$ cat config.mk
export PLATFORM = sky130hd
export DESIGN_NAME = addr_unit
export DESIGN_NICKNAME = d
export VERILOG_FILES = /design/src/rtl/addr_unit.sv
export SDC_FILE = /design/constraint.sdc
export NUM_CORES = 1
export LEC_CHECK = 0
export BUFFER_PORTS_ARGS = -buffer_cell sky130_fd_sc_hd__buf_4
export CAP_MARGIN = 20
export CORE_MARGIN = 2
export CORE_UTILIZATION = 26
export DETAILED_ROUTE_END_ITERATION = 12
export GPL_TIMING_DRIVEN = 0
export PLACE_DENSITY = 0.49
export SYNTH_ARGS = -nofsm -noshare
export SYNTH_HDL_FRONTEND = slang
export SYNTH_SLANG_ARGS = --single-unit
$ cat constraint.sdc
create_clock -name clk -period 3.3 [get_ports clk]
set_input_delay 0.165 -clock clk [delete_from_list [all_inputs] [get_ports clk]]
set_output_delay 0.165 -clock clk [all_outputs]
set_load 0.01 [all_outputs]
$ cat src/rtl/addr_unit.sv
// Address and instruction-register unit for the 8-bit core: PC, SP, MAR, IR and
// the CALL target latch, all updated on the rising clock edge keyed on the FSM state.

package addr_unit_pkg;
    localparam logic [7:0] STATE_NEXT       = 8'd0;
    localparam logic [7:0] STATE_FETCH_PC   = 8'd1;
    localparam logic [7:0] STATE_FETCH_INST = 8'd2;
    localparam logic [7:0] STATE_LOAD_ADDR  = 8'd3;
    localparam logic [7:0] STATE_SET_MAR    = 8'd4;
    localparam logic [7:0] STATE_SET_REG    = 8'd5;
    localparam logic [7:0] STATE_STORE_PC   = 8'd6;
    localparam logic [7:0] STATE_TMP_JUMP   = 8'd7;
    localparam logic [7:0] STATE_JUMP       = 8'd8;
    localparam logic [7:0] STATE_FETCH_SP   = 8'd9;
    localparam logic [7:0] STATE_INC_SP     = 8'd10;
    localparam logic [7:0] STATE_RET        = 8'd11;
    localparam logic [7:0] STATE_HALT       = 8'd12;

    localparam logic [7:0] OP_NOP  = 8'h00;
    localparam logic [7:0] OP_MOV  = 8'h10;
    localparam logic [7:0] OP_PUSH = 8'h20;
    localparam logic [7:0] OP_CALL = 8'h30;
    localparam logic [7:0] OP_JMP  = 8'h40;
    localparam logic [7:0] OP_POP  = 8'h50;
    localparam logic [7:0] OP_RET  = 8'h60;
endpackage

module addr_unit
    import addr_unit_pkg::*;
#(
    parameter logic [7:0] RESET_PC  = 8'h00,
    parameter logic [7:0] STACK_TOP = 8'hFF
) (
    input  logic       clk,
    input  logic       reset,
    input  logic [7:0] state,
    input  logic [7:0] mem_rdata,
    input  logic [7:0] reg_data,
    input  logic       jump_taken,
    output logic [7:0] opcode,
    output logic [7:0] mem_addr,
    output logic [7:0] pc,
    output logic [7:0] sp,
    output logic       pc_to_bus,
    output logic       halted,
    output logic       stack_fault
);

    logic [7:0] pc_q, pc_d, sp_q, sp_d, mar_q, mar_d, ir_q, ir_d, tmp_q, tmp_d;
    logic       call_phase_q, call_phase_d, halted_q, halted_d, fault_q, fault_d;
    logic [7:0] sp_dec_s, sp_inc_s;

    assign sp_dec_s = sp_q - 8'd1;
    assign sp_inc_s = sp_q + 8'd1;

    // Next-state decode; a halted unit freezes everything except reset.
    always_comb begin
        pc_d         = pc_q;
        sp_d         = sp_q;
        mar_d        = mar_q;
        ir_d         = ir_q;
        tmp_d        = tmp_q;
        call_phase_d = call_phase_q;
        halted_d     = halted_q;
        fault_d      = fault_q;
        if (!halted_q) begin
            case (state)
                STATE_FETCH_PC: begin
                    if (call_phase_q) begin
                        mar_d = sp_q;
                        sp_d  = sp_dec_s;
                        if (sp_q == 8'h00) fault_d = 1'b1;
                    end else begin
                        mar_d = pc_q;
                        pc_d  = pc_q + 8'd1;
                    end
                end
                STATE_FETCH_INST: ir_d  = mem_rdata;
                STATE_LOAD_ADDR:  mar_d = mem_rdata;
                STATE_SET_MAR:    mar_d = reg_data;
                STATE_SET_REG: begin
                    if (ir_q == OP_CALL) begin
                        tmp_d        = mem_rdata;
                        call_phase_d = 1'b1;
                    end else begin
                        tmp_d = tmp_q;
                    end
                end
                STATE_TMP_JUMP: begin
                    pc_d         = tmp_q;
                    call_phase_d = 1'b0;
                end
                STATE_JUMP: begin
                    if (jump_taken) pc_d = mem_rdata;
                    else            pc_d = pc_q;
                end
                STATE_FETCH_SP: begin
                    mar_d = sp_q;
                    if (ir_q == OP_PUSH) begin
                        sp_d = sp_dec_s;
                        if (sp_q == 8'h00) fault_d = 1'b1;
                    end else begin
                        sp_d = sp_q;
                    end
                end
                STATE_INC_SP: begin
                    sp_d = sp_inc_s;
                    if (sp_q == STACK_TOP) fault_d = 1'b1;
                end
                STATE_RET:  pc_d         = mem_rdata;
                STATE_HALT: halted_d     = 1'b1;
                STATE_NEXT: call_phase_d = 1'b0;
                default:    pc_d         = pc_q;
            endcase
        end else begin
            halted_d = 1'b1;
        end
    end

    // Register bank with synchronous reset taking priority over any state action.
    always_ff @(posedge clk) begin
        if (reset) begin
            pc_q         <= RESET_PC;
            sp_q         <= STACK_TOP;
            mar_q        <= 8'h00;
            ir_q         <= OP_NOP;
            tmp_q        <= 8'h00;
            call_phase_q <= 1'b0;
            halted_q     <= 1'b0;
            fault_q      <= 1'b0;
        end else begin
            pc_q         <= pc_d;
            sp_q         <= sp_d;
            mar_q        <= mar_d;
            ir_q         <= ir_d;
            tmp_q        <= tmp_d;
            call_phase_q <= call_phase_d;
            halted_q     <= halted_d;
            fault_q      <= fault_d;
        end
    end

    assign opcode      = ir_q;
    assign mem_addr    = mar_q;
    assign pc          = pc_q;
    assign sp          = sp_q;
    assign halted      = halted_q;
    assign stack_fault = fault_q;
    assign pc_to_bus   = (state == STATE_STORE_PC);

endmodule
# ---- After elaboration in Yosys (flattened, before gate mapping)
# Index checks and enable logic that the tools add are counted.
dict set report word_totals {
  ff_bits 43
  wordCells 64
}
dict set report classes {
  bitwise_logic 1
  reduce_logical 14
  eq_ne 21
  addsub 3
  mux 17
}
# op n
set ops {}
lappend ops {{$pmux W8 S4} 2}
lappend ops {{$eq A8 B4 Y1 const B} 5}
lappend ops {{$mux W8} 5}
lappend ops {{$eq A8 B3 Y1 const B} 4}
lappend ops {{$pmux W8 S3} 1}
lappend ops {{$add A8 B1 Y8 const B} 2}
lappend ops {{$eq A8 B2 Y1 const B} 2}
lappend ops {{$eq A8 B6 Y1 const B} 2}
lappend ops {{$logic_not A8 Y1} 2}
lappend ops {{$ne A2 B2 Y1 const B} 6}
lappend ops {{$eq A8 B1 Y1 const B} 1}
lappend ops {{$eq A8 B8 Y1 const B} 1}
lappend ops {{$reduce_and A4 Y1} 2}
lappend ops {{$reduce_bool A4 Y1} 2}
lappend ops {{$sub A8 B1 Y8 const B} 1}
lappend ops {{$mux W1} 7}
lappend ops {{$reduce_and A3 Y1} 2}
lappend ops {{$reduce_and A5 Y1} 1}
lappend ops {{$reduce_and A2 Y1} 2}
lappend ops {{$pmux W1 S3} 1}
lappend ops {{$reduce_bool A3 Y1} 1}
lappend ops {{$pmux W1 S2} 1}
lappend ops {{$reduce_bool A2 Y1} 1}
lappend ops {{$reduce_or A2 Y1} 1}
lappend ops {{$not A1 Y1} 1}

# ---- Logic depth before layout (Yosys ltp)
# Gate-level depths: netlist of the first run.
dict set report depth {
  ltp_word 4
  ltp_mapped 10
}

# ---- Worst setup path after synthesis of the first run
# OpenSTA, ideal clock, no wires.
dict set report synth_timing {
  kind {input port to flip-flop}
  from {in state[7]}
  to {reg sp_q[7] (netlist: sp[7])}
  arrival_time_ns 2.842
  setup_slack_ns 0.387
  stages 10
  path_cell_list {or4_4 > buf_6 > nor3_1 > inv_1 > ha_1 > and3_1 > a221o_1 > o41ai_1 > mux2i_1 > mux2i_1}
}
dict set report synth_via {
  elab_chain_cells 3
}
# element line
set synth_rtl {}
lappend synth_rtl {{from (decl)} 36} ;# input logic [7:0] state,
lappend synth_rtl {{$eq A8 B4 Y1 / $eq A8 B1 Y1 (equally long branches)} 67} ;# case (state)
lappend synth_rtl {{$ne A2 B2 Y1 (no source line) / $reduce_bool A3 Y1 (equally long branches)} --}
lappend synth_rtl {{$reduce_and A4 Y1 (no source line)} --}
lappend synth_rtl {{to (signal assigned)} 133} ;# sp_q <= sp_d;
lappend synth_rtl {{to (decl)} 49} ;# logic [7:0] pc_q, pc_d, sp_q, sp_d, mar_q, mar_d, ir_q, ir_d, tmp_q, tmp_d;
# Parallel ways exist; a longest one is shown, timed or not.
# A chain may end at the register's enable or synchronous reset.

# ---- Worst setup path in the final report of the first run
# Ends and elaborated chain as after synthesis.

==> results.py, run 1 <==
metrics = {
    "clock_network": {
        "post_cts_resized": 0,
        "hold_buffers": 0,
        "post_cts_buffers": 0,
        "cts_made_buffers": 5,
        "cts.sinks": 43,
        "ctsRootBufferMaster": "clkbuf_8",
        "cts.clk_slew.worst_paths_ns": 0.08,
        "clock_path_buffers": 2,
        "tritoncts": "yes",
        "clk_latency_ns": 0.30,
        "cts_max_level": 2,
    },
    "worst_hold_path": {
        "hp-class": "input pin to flip-flop",
        "min_from": "mem_rdata[6]",
        "whs_path_depth": 3,
        "whs_endpoint": "tmp_q[6]",
    },
    "final_layout": {
        "drive_gt1_share_pct": 28.9,
        "fin_nets": 404,
        "instances_no_fill": 506,
        "area_growth_pct": 27.4,
        "diodes": 0,
    },
    "worst_setup_path": {
        "crit_type": "input pin to flip-flop",
        "r2r-end": "sp[7]",
        "worst-r2r-cell-count": 6,
        "worstPathRequired_ns": 3.53,
        "cp-start-kind": "input pin",
        "end_kind": "flip-flop",
        "rr_startpoint": "sp[2]",
        "critPathArrivalTime_ns": 3.17,
        "r2r_slack_ns": 1.12,
        "crit_fanout": 10,
    },
    "floorplan": {
        "die_w_um": 106,
        "io-pin-count": 62,
        "dieArea_um2": 11300,
        "coreArea_um2": 10300,
        "die_height_um": 106,
        "start_util_pct": 26.6,
        "rows": 37,
    },
    "logic_synthesis": {
        "yosys.area_share.simple_pct": 23.1,
        "yosysTopAreaCellShare_pct": 31.5,
        "yosys_warnings": 0,
        "synth.area.top_cells": "dfxtp_1 (32%), mux2i_1 (6.6%), nor2_1 (5.1%)",
        "synthArstFlopShare_pct": 0,
        "synth_commonest_cells": "dfxtp_1 (43), nor2_1 (37), mux2i_1 (18)",
        "synth_top_family_by_area": "compound AO/OA/AOI/OAI gates",
        "synthesis.area_um2": 2730,
        "synthFlopType": "dfxtp_1",
        "yosys-mux-area-fraction_pct": 9.90,
        "synth_edf_count": 0,
        "yosysSeqAreaShare_pct": 31.5,
        "syn-num-nets": 336,
        "synthAdderAreaFrac_pct": 3.94,
        "yosysUniqueCellTypes": 63,
        "synth_most_common_cell": "dfxtp_1",
        "syn_avg_cell_area_um2": 9.07,
        "yosys.area.top_type": "dfxtp_1",
        "ys_ff_latch": 43,
        "synth-xor-area-share_pct": 1.92,
        "synth-compound-area-share_pct": 25.4,
        "syn_inst": 301,
    },
    "placed_design": {
        "place_inst": 498,
        "dp_hpwl_um": 6760,
        "gp_congestion": 0.755,
        "io_buffers": 61,
        "dp_slack_ns": -0.0579,
    },
    "global_route": {
        "grt_max_degree": 15,
        "grt_pass1_wl_um": 13700,
        "grt_use_total_pct": 15.5,
        "grt_pass1_vias": 2529,
        "antenna_found_initial": 0,
        "overflow": 0,
    },
    "power": {
        "peakVddDrop_v": 0.000154,
        "pwr_density_cell_nw_per_um2": 305,
        "total_leakage_power_nw": 1.25,
        "power.total_mw": 1.06,
    },
    "status": {
        "status": "finished, final reports clean",
    },
    "timing": {
        "timing.setup.tns_ns": 0,
        "setup_violations": 0,
        "slew_viol_final": 0,
        "worst_pin_slew_ns": 1.08,
        "fin_crit_sh_pct": 89.3,
        "max_freq_mhz": 339,
        "finalClockSkew_ns": 0.0108,
        "worst_slew_margin_rel_pct": 27.6,
        "hold_viol_final": 0,
        "layout_setup_ws_ns": 0.352,
        "whs_ns": 0.160,
        "rsz0062_at_grt": "false",
        "period_needed_ns": 2.95,
    },
    "run": {
        "cap_viol_max_count": 0,
    },
    "routing": {
        "wl_per_cell_um": 17.2,
        "finalWirelength_um": 8680,
        "vias_per_cell": 5.32,
        "ant_nets": 0,
        "num_vias": 2690,
        "drt_pass1_iterations": 6,
        "route.detailed.drc": 0,
        "drt_iter0_markers": 213,
    },
}
-- sequential cells by signal, indices dropped and copies added (netlist names) --
| signal | count |
|---|---|
| tmp_q | 8 |
| sp | 8 |
| call_phase_q | 1 |
| opcode | 8 |
| mem_addr | 8 |
| pc | 8 |
| halted | 1 |
| stack_fault | 1 |
-- metrics by stage --
stage	utilization, %	cell area [µm²]
4_1_cts	33.8	3470
3_3_place_gp	32.7	3360
3_5_place_dp	32.7	3360
5_1_grt	33.8	3480
6_report	33.8	3480
2_1_floorplan	-	2730
-- how the worst max path moves through the flow --
stage / startpoint / endpoint / slack [ns] / cells after the start
6_report: state[7] / sp[7] / 0.35 / 11
5_1_grt: state[7] / sp[7] / 0.11 / 11
4_1_cts: state[7] / sp[7] / 0.25 / 11
3_5_place_dp: state[7] / sp[7] / -0.06 / 11
3_3_place_gp: state[7] / sp[7] / -0.02 / 11
2_1_floorplan: state[7] / sp[7] / 0.39 / 10
-- area by class of cell --
class / count / area, µm²
Fill cell: 1099 / 6800
Buffer: 15 / 83.8
Clock buffer: 5 / 68.8
Timing Repair Buffer: 61 / 458
Multi-Input combinational cell: 235 / 1760
Sequential cell: 43 / 861
Clock inverter: 3 / 43.8
Inverter: 8 / 30.0
Tap cell: 136 / 170
-- per-layer routing --
layer / part of all wire [%] / wire (µm) / GRT usage [%] / vias to the layer above
li1: - / - / - / 1302
met1: 46 / 4010 / 21.2 / 1278
met2: 47 / 4070 / 25.7 / 102
met3: 6.0 / 522 / 2.39 / 8
met4: 0.90 / 78 / 3.34 / 0
met5: 0 / 0 / 0 / -
-- cell families (layout without fill, tap and decap cells) --
family	Yosys count	count (layout)
flip-flops	43	43
multiplexers	26	26
AO/OA/AOI/OAI	88	88
XOR/XNOR	6	6
adder cells (fa/ha/maj)	8	8
AND/OR/NAND/NOR	107	107
buffers and inverters	23	92
-- power breakdown --
part           total (mW)  internal, mW  switching (mW)
Combinational       0.121        0.0473          0.0738
Clock               0.416         0.226           0.190
Sequential          0.524         0.521         0.00336
Total                1.06         0.794           0.267
-- placed cells by master (no fill, tap or decap), drive strengths merged, types with 5 or more instances in the layout --
cell type | Yosys | layout
mux2 | 8 | 8
nor3 | 14 | 14
mux2i | 18 | 18
nor4 | 5 | 5
ha | 7 | 7
nand2 | 15 | 15
a211oi | 6 | 6
a311oi | 12 | 12
nand2b | 11 | 11
a222oi | 11 | 11
buf | 8 | 69
clkbuf | 7 | 12
inv | 8 | 8
o21ai | 10 | 10
nor2 | 38 | 38
a21oi | 16 | 16
dfxtp | 43 | 43
-- critical path, cell delays in order --
cell and delay, ns:
buf_4 0.12, or4_4 0.54, buf_6 0.19, nor3_1 0.24
inv_1 0.23, ha_1 0.39, and3_1 0.20, a221o_1 0.36
o41ai_2 0.27, mux2i_1 0.27, mux2i_1 0.20
Power figures use the tool's default switching activity.
==> run 2, diff against run 1 <==
==> constraint.sdc (replaced) <==
create_clock -name clk -period 3.3 [get_ports clk]
set_input_delay 0.33 -clock clk [delete_from_list [all_inputs] [get_ports clk]]
set_output_delay 0.33 -clock clk [all_outputs]
set_load 0.01 [all_outputs]
==> run 2 against run 1 <==
Design area is the same. Sequential share of layout area is the same. First-iteration DRC count is the same. Combinational power is essentially flat. Die area is the same. Non-clock buffer count is the same. Global-route usage is the same. Clock skew is the same. Critical path depth is the same. Routed wire length is essentially flat. Critical path type unchanged. Largest power group unchanged.
==> results.py, run 2 (synthesis gave the netlist of run 1 again) <==
metrics = {
    "worst_hold_path": {
        "whs_endpoint": "tmp_q[6]",
        "hp-class": "input pin to flip-flop",
        "whs_path_depth": 3,
        "min_from": "mem_rdata[6]",
    },
    "worst_setup_path": {
        "rr_startpoint": "sp[2]",
        "crit_top_cell": "mux2i_1",
        "cp-start-kind": "input pin",
        "crit_chain": "buf_4 > or4_4 > buf_6 > nor3_1 > inv_2 > ha_1 > and3_1 > a221o_1 > o41ai_2 > mux2i_1 > mux2i_1",
        "end_kind": "flip-flop",
        "crit_fanout": 10,
        "r2r-end": "sp[7]",
        "worstPathRequired_ns": 3.53,
        "crit_type": "input pin to flip-flop",
        "cpPeakStageDelay_ns": 0.54,
        "r2r_slack_ns": 1.12,
        "worst-r2r-cell-count": 6,
        "slowest_stage": "or4_4",
        "critPathBufInv": 3,
        "critPathArrivalTime_ns": 3.30,
        "critPathTopFamily": "simple AND/OR/NAND/NOR gates",
    },
    "power": {
        "power.total_mw": 1.06,
        "total_leakage_power_nw": 1.25,
        "peakVddDrop_v": 0.000154,
        "pwr_density_cell_nw_per_um2": 305,
    },
    "final_layout": {
        "final_cell_mix": "buf_4 (63), dfxtp_1 (43), nor2_1 (37), mux2i_1 (18), a21oi_1 (16)",
        "area_growth_pct": 27.4,
        "multi_input_comb_area_um2": 1760,
        "drive_gt1_share_pct": 29.2,
        "fin_nets": 404,
        "seq_area_um2": 861,
        "diodes": 0,
        "final_common_cell": "buf_4",
        "fillers": 1099,
    },
    "routing": {
        "num_vias": 2689,
        "finalWirelength_um": 8680,
        "drt_pass1_iterations": 6,
        "drt_iter0_markers": 213,
        "wl_per_cell_um": 17.2,
        "vias_per_cell": 5.31,
        "route.detailed.drc": 0,
        "ant_nets": 0,
    },
    "global_route": {
        "grt_max_degree": 15,
        "overflow": 0,
        "grt_pass1_vias": 2529,
        "grt_pass1_wl_um": 13700,
        "grt_use_total_pct": 15.5,
        "antenna_found_initial": 0,
    },
    "floorplan": {
        "rows": 37,
        "die_w_um": 106,
        "dieArea_um2": 11300,
        "io-pin-count": 62,
        "start_util_pct": 26.6,
        "die_height_um": 106,
        "coreArea_um2": 10300,
    },
    "timing": {
        "hold_viol_final": 0,
        "finalClockSkew_ns": 0.0108,
        "worst_pin_slew_ns": 1.08,
        "worst_slew_margin_rel_pct": 27.6,
        "timing.setup.tns_ns": 0,
        "slew_viol_final": 0,
        "fin_crit_sh_pct": 93.0,
        "setup_violations": 0,
        "rsz0062_at_grt": "false",
        "period_needed_ns": 3.07,
        "max_freq_mhz": 326,
    },
    "clock_network": {
        "ctsRootBufferMaster": "clkbuf_8",
        "tritoncts": "yes",
        "cts_max_level": 2,
        "cts.sinks": 43,
        "cts.clk_slew.worst_paths_ns": 0.08,
        "post_cts_buffers": 0,
        "clk_latency_ns": 0.30,
        "clock_path_buffers": 2,
        "cts_made_buffers": 5,
    },
    "status": {
        "status": "finished, final reports clean",
    },
    "placed_design": {
        "dp_hpwl_um": 6760,
        "io_buffers": 61,
        "gp_congestion": 0.755,
    },
    "run": {
        "cap_viol_max_count": 0,
    },
}
run 2: area by class of cell:
cell class / instances / share of cell area [%]
Sequential cell: 43 / 24.7
Tap cell: 136 / 4.89
Clock inverter: 3 / 1.26
Multi-Input combinational cell: 235 / 50.7
Inverter: 8 / 0.863
Clock buffer: 5 / 1.98
Timing Repair Buffer: 61 / 13.2
Buffer: 15 / 2.41
run 2: per-layer routing:
| metal | GRT usage, % | share of wire [%] | vias up |
|---|---|---|---|
| met2 | 25.7 | 47 | 102 |
| met1 | 21.2 | 46 | 1277 |
| met4 | 3.34 | 0.90 | 0 |
| met5 | 0 | 0 | - |
| met3 | 2.39 | 6.0 | 8 |
| li1 | - | - | 1302 |
run 2: through the flow:
| stage | cell area, µm² | setup slack, ns | cells | util, % | hold WS (ns) |
|---|---|---|---|---|---|
| after floorplan | 2730 | 0.222 | 301 | - | 0.459 |
| after global placement | 3360 | -0.189 | 498 | 32.7 | 0.439 |
| after detailed placement | 3360 | -0.223 | 498 | 32.7 | 0.451 |
| after CTS | 3470 | 0.0868 | 506 | 33.8 | 0.316 |
| after global routing | 3480 | 0.00811 | 506 | 33.8 | 0.338 |
| final | 3480 | 0.230 | 506 | 33.8 | 0.325 |
run 2: what timing repair did:
action | in CTS | in global routing
hold buffers | 0 | 0
resized for setup | 0 | 2
endpoints found under the setup margin | 0 | 1
run 2: power by group:
part	switching (mW)	internal, mW
sequential	0.00336	0.521
combinational	0.0738	0.0473
clock	0.190	0.226
run 2: worst register-to-register path: stages (launching register included):
cell     delay [ns]
dfxtp_1        0.48
ha_1           0.33
and3_1         0.20
a221o_1        0.36
o41ai_2        0.27
mux2i_1        0.27
mux2i_1        0.20
run 2: worst max-delay path by stage:
stage,end,slack [ns],cells after the start,start
after CTS,sp[7],0.09,11,state[7]
after global routing,sp[7],0.008,11,state[7]
after detailed placement,sp[7],-0.22,11,state[7]
after global placement,sp[7],-0.19,11,state[7]
final,sp[7],0.23,11,state[7]
after floorplan,sp[7],0.22,10,state[7]
